`src/rtl/wb_arbiter.sv`:
```
// Round-robin Wishbone classic arbiter: NM initiators onto one target port.
// Grant is locked for the whole cycle; a watchdog turns a hung target into err.
module wb_arbiter #(
  parameter int NM     = 3,
  parameter int AW     = 32,
  parameter int DW     = 32,
  parameter int SW     = DW >> 3,
  parameter int TO_CYC = 255
) (
  input  logic             clk,
  input  logic             rst,
  input  logic [AW*NM-1:0] s_wb_adr,
  input  logic [SW*NM-1:0] s_wb_sel,
  input  logic [NM-1:0]    s_wb_we,
  input  logic [DW*NM-1:0] s_wb_dat_i,
  output logic [DW*NM-1:0] s_wb_dat_o,
  input  logic [NM-1:0]    s_wb_cyc,
  input  logic [NM-1:0]    s_wb_stb,
  output logic [NM-1:0]    s_wb_ack,
  output logic [NM-1:0]    s_wb_err,
  output logic [AW-1:0]    m_wb_adr,
  output logic [SW-1:0]    m_wb_sel,
  output logic             m_wb_we,
  output logic [DW-1:0]    m_wb_dat_o,
  input  logic [DW-1:0]    m_wb_dat_i,
  output logic             m_wb_cyc,
  output logic             m_wb_stb,
  input  logic             m_wb_ack,
  input  logic             m_wb_err
);

  localparam int GW = $clog2(NM);
  localparam int WW = (TO_CYC > 0) ? $clog2(TO_CYC + 1) : 1;
  localparam logic [GW-1:0] LAST_RST = GW'(NM - 1);
  localparam logic [WW-1:0] WD_LIM   = WW'(TO_CYC);

  typedef enum logic {IDLE, BUSY} state_t;

  state_t        r_state;
  state_t        w_state_nx;
  logic [GW-1:0] r_gnt;
  logic [GW-1:0] r_last;
  logic [GW-1:0] w_gnt_nx;
  logic [GW-1:0] w_last_nx;
  logic [GW-1:0] w_win;
  logic          w_any;
  logic [WW-1:0] r_wd_cnt;
  logic [WW-1:0] w_wd_nx;

  logic [AW-1:0] w_adr;
  logic [SW-1:0] w_sel;
  logic          w_we;
  logic [DW-1:0] w_dat;
  logic          w_cyc;
  logic          w_stb;
  logic          w_busy;
  logic          w_wd_hit;

  // Scan downwards so the closest requester after r_last wins.
  always_comb begin
    w_win = r_last;
    w_any = 1'b0;
    for (int k = NM; k >= 1; k--) begin
      int idx;
      idx = int'(r_last) + k;
      if (idx >= NM) idx = idx - NM;
      if (s_wb_cyc[idx]) begin
        w_win = GW'(idx);
        w_any = 1'b1;
      end
    end
  end

  always_comb begin
    w_adr = '0;
    w_sel = '0;
    w_we  = 1'b0;
    w_dat = '0;
    w_cyc = 1'b0;
    w_stb = 1'b0;
    for (int i = 0; i < NM; i++) begin
      if (GW'(i) == r_gnt) begin
        w_adr = s_wb_adr[i*AW +: AW];
        w_sel = s_wb_sel[i*SW +: SW];
        w_we  = s_wb_we[i];
        w_dat = s_wb_dat_i[i*DW +: DW];
        w_cyc = s_wb_cyc[i];
        w_stb = s_wb_stb[i];
      end
    end
  end

  assign w_busy   = (r_state == BUSY);
  assign w_wd_hit = (TO_CYC != 0) && w_busy && (r_wd_cnt == WD_LIM);

  assign m_wb_adr   = w_adr;
  assign m_wb_sel   = w_sel;
  assign m_wb_dat_o = w_dat;
  assign m_wb_we    = w_busy & w_we;
  assign m_wb_cyc   = w_busy & w_cyc;
  assign m_wb_stb   = w_busy & w_stb & ~w_wd_hit;
  assign s_wb_dat_o = {NM{m_wb_dat_i}};

  // A real ack beats a simultaneous timeout.
  always_comb begin
    s_wb_ack = '0;
    s_wb_err = '0;
    for (int i = 0; i < NM; i++) begin
      if (w_busy && (GW'(i) == r_gnt)) begin
        s_wb_ack[i] = m_wb_ack;
        s_wb_err[i] = m_wb_err | (w_wd_hit & ~m_wb_ack);
      end
    end
  end

  always_comb begin
    w_state_nx = r_state;
    w_gnt_nx   = r_gnt;
    w_last_nx  = r_last;
    w_wd_nx    = '0;
    unique case (r_state)
      IDLE: begin
        if (w_any) begin
          w_state_nx = BUSY;
          w_gnt_nx   = w_win;
          w_last_nx  = w_win;
        end
      end
      BUSY: begin
        if (!w_cyc) w_state_nx = IDLE;
        if ((TO_CYC != 0) && !w_wd_hit && w_stb &&
            !m_wb_ack && !m_wb_err)
          w_wd_nx = r_wd_cnt + WW'(1);
      end
      default: w_state_nx = IDLE;
    endcase
  end

  always_ff @(posedge clk or posedge rst) begin
    if (rst) begin
      r_state  <= IDLE;
      r_gnt    <= '0;
      r_last   <= LAST_RST;
      r_wd_cnt <= '0;
    end else begin
      r_state  <= w_state_nx;
      r_gnt    <= w_gnt_nx;
      r_last   <= w_last_nx;
      r_wd_cnt <= w_wd_nx;
    end
  end

endmodule

```
`config.mk`:
```
export PLATFORM = sky130hd
export DESIGN_NAME = wb_arbiter
export DESIGN_NICKNAME = d
export VERILOG_FILES = /design/src/rtl/wb_arbiter.sv
export SDC_FILE = /design/constraint.sdc
export NUM_CORES = 1
export LEC_CHECK = 0
export CORE_AREA = 2 2 163 165
export CTS_CLUSTER_DIAMETER = 60
export CTS_CLUSTER_SIZE = 25
export DETAILED_ROUTE_END_ITERATION = 7
export DIE_AREA = 0 0 165 167
export PLACE_DENSITY_LB_ADDON = 0.15
export SYNTH_ARGS = -nofsm -noshare
export SYNTH_HDL_FRONTEND = slang
export SYNTH_SLANG_ARGS = --single-unit
export TNS_END_PERCENT = 10
```
`constraint.sdc`:
```
create_clock -name clk -period 6.5 [get_ports clk]
set_clock_uncertainty 0.1 [all_clocks]
set_input_delay 1.95 -clock clk [delete_from_list [all_inputs] [get_ports clk]]
set_output_delay 1.95 -clock clk [all_outputs]
set_load 0.03 [all_outputs]
```
==> results_dict.tcl <==
set metrics [dict create \
    status "completed" \
    synthFlopType "dfrtp_1" \
    p_leak_nw 2.01 \
    ir_worst_vdd_uv 182 \
    synth_warnings 0 \
    dr.pass1.iters 4 \
    cellPowerDensity_mw_per_mm2 357 \
    track_usage 0.0941 \
    rows 59 \
    cts.htree.levels 1 \
    antenna_found_initial 0 \
    syn-num-nets 679 \
    numCtsBuffers 3 \
    antenna-diode-count 0 \
    synth-compound-area-share 0.159 \
    nFillCells 2855 \
    setup-violations-final 0 \
    grt_max_degree 76 \
    yosysMostFrequentCell "buf_4" \
    holdCritPathClass "flip-flop to flip-flop" \
    yosysTopAreaCellShare 0.256 \
    fin_hold_ws_ns 0.392 \
    slew_headroom 0.500 \
    worstPathArrival_ns 3.80 \
    clkSlewWorstSetupHoldPaths_ns 0.04 \
    post_cts_resize_count 0 \
    synth_fa_ha_area_frac 0.0166 \
    synth_edf_count 0 \
    synth_common_cells "buf_4, nand2_1, mux2i_1" \
    synth_top_family_by_area "buffers and inverters" \
    cts_post_setup_buffers_inserted 0 \
    synth_xor_area_frac 0.0174 \
    dieWidth_um 165 \
    slew_viol_final 0 \
    start_util 0.117 \
    dpl.hpwl_um 11900 \
    period_share 0.900 \
    cp-start-kind "input port" \
    tns_ns 0 \
    period_needed_ns 5.85 \
    maxCapViolations 0 \
    num_vias 3447 \
    ant_nets 0 \
    syn_area_mm2 0.00302 \
    cts_hold_buf 0 \
    clockRootBuffer "clkbuf_16" \
    io_buffer_count 293 \
    routed_wirelength_um 14600 \
    cp.required_ns 4.45 \
    clock_latency_ns 0.24 \
    wl_per_cell_um 15.6 \
    io-pin-count 422 \
    nets 859 \
    ys_async_sr_fraction 1.00 \
    yosys-top-cells-area "buf_4, mux2i_1, o21ai_0" \
    first_global_vias 3556 \
    die_area_mm2 0.0276 \
    grt_pass1_wl_um 20100 \
    rsz0062_at_grt "no" \
    gp_congestion 0.815 \
    cts_sinks 12 \
    worst_pin_slew_ns 0.749 \
    synthSimpleGateAreaFrac 0.153 \
    ys_seq_area_frac 0.0999 \
    worstSetupPathType "input port to output pin" \
    ys_ff_latch 12 \
    yosysTopAreaCell "buf_4" \
    synth_area_per_cell_um2 7.09 \
    end_kind "output pin" \
    overflow 0 \
    crit_fanout 1 \
    drt_iter0_drc 84 \
    hold_viol_final 0 \
    syn_inst 426 \
    core-area_mm2 0.0258 \
    cts_max_path_buffers 2 \
    drive_gt1_frac 0.0264 \
    ys_types 38 \
    drc 0 \
    vias_per_cell 3.67 \
    synth.area.mux_share 0.261 \
    cts_tree "done" \
    dieHeight_um 167 \
    max_freq_mhz 171 \
    area_growth_pct 87.0 \
]
[power by group]
group	internal, mW	switching (mW)
sequential	0.0918	0.0547
combinational	0.753	1.00
clock	0.0823	0.0292
total	0.928	1.09
[flip-flops by register name, summed over array words and instances, names as in the netlist]
name      count
r_wd_cnt      8
r_state       1
r_last        1
r_gnt         2
[metrics by stage]
stage | setup slack [ns] | util | cell area, um^2 | std cells | power (mW)
global placement | 0.623 | 0.216 | 5570 | 936 | 1.94
floorplan | 1.45 | - | 3020 | 426 | 1.30
finish | 0.649 | 0.219 | 5650 | 940 | 2.02
CTS | 0.658 | 0.219 | 5650 | 940 | 2.06
detailed placement | 0.679 | 0.216 | 5570 | 936 | 1.95
global route | 0.551 | 0.219 | 5650 | 940 | 2.16
[critical path, stage by stage]
cell	delay [ns]
clkdlybuf4s50_1	0.51
mux2i_1	0.17
o21ai_0	0.40
clkdlybuf4s50_1	0.76
[metal layers]
layer	up-vias	share of wire	global-route usage
li1	1701	-	-
met4	0	0.0067	0.0117
met1	1528	0.37	0.101
met2	202	0.54	0.189
met5	-	0	0
met3	16	0.089	0.0187
[cell families after synthesis]
family / Yosys count
buf+inv: 130
compound gates: 84
mux: 78
xor+xnor: 6
flops: 12
fa+ha+maj: 4
simple gates: 112
[area by class of cell]
type / instances / area, um^2 / share of cell area
clock buffer: 4 / 78.8 / 0.0140
inverter: 8 / 30.0 / 0.00532
multi-input combinational: 284 / 1840 / 0.325
sequential: 12 / 307 / 0.0543
tap: 335 / 419 / 0.0742
timing repair buffer: 297 / 2980 / 0.527
[worst paths after layout]
| check | startpoint | to | slack, ns | cells past startpoint |
|---|---|---|---|---|
| max in group asynchronous | rst | r_gnt[0] | 4.01 | 2 |
| min in group asynchronous | rst | r_wd_cnt[6] | 1.93 | 2 |
| setup reg to reg | r_gnt[0] | r_gnt[0] | 3.76 | 6 |
| hold reg to reg | r_wd_cnt[0] | r_wd_cnt[0] | 0.39 | 1 |
| hold / removal | r_wd_cnt[0] | r_wd_cnt[0] | 0.39 | 1 |
| setup / recovery | s_wb_dat_i[33] | m_wb_dat_o[1] | 0.65 | 4 |
[layout by cell type, fill, tap and decap left out, types with 3 or more instances in the layout]
| cell type | count |
|---|---|
| o21ai_0 | 71 |
| xnor2_1 | 4 |
| buf_4 | 3 |
| ha_1 | 4 |
| clkdlybuf4s50_1 | 293 |
| nor2_1 | 17 |
| nand3_1 | 3 |
| mux2i_1 | 76 |
| clkbuf_16 | 3 |
| inv_1 | 8 |
| dfrtp_1 | 9 |
| nand2_1 | 78 |
| nor3_1 | 4 |
(Power assumes the default switching activity.)
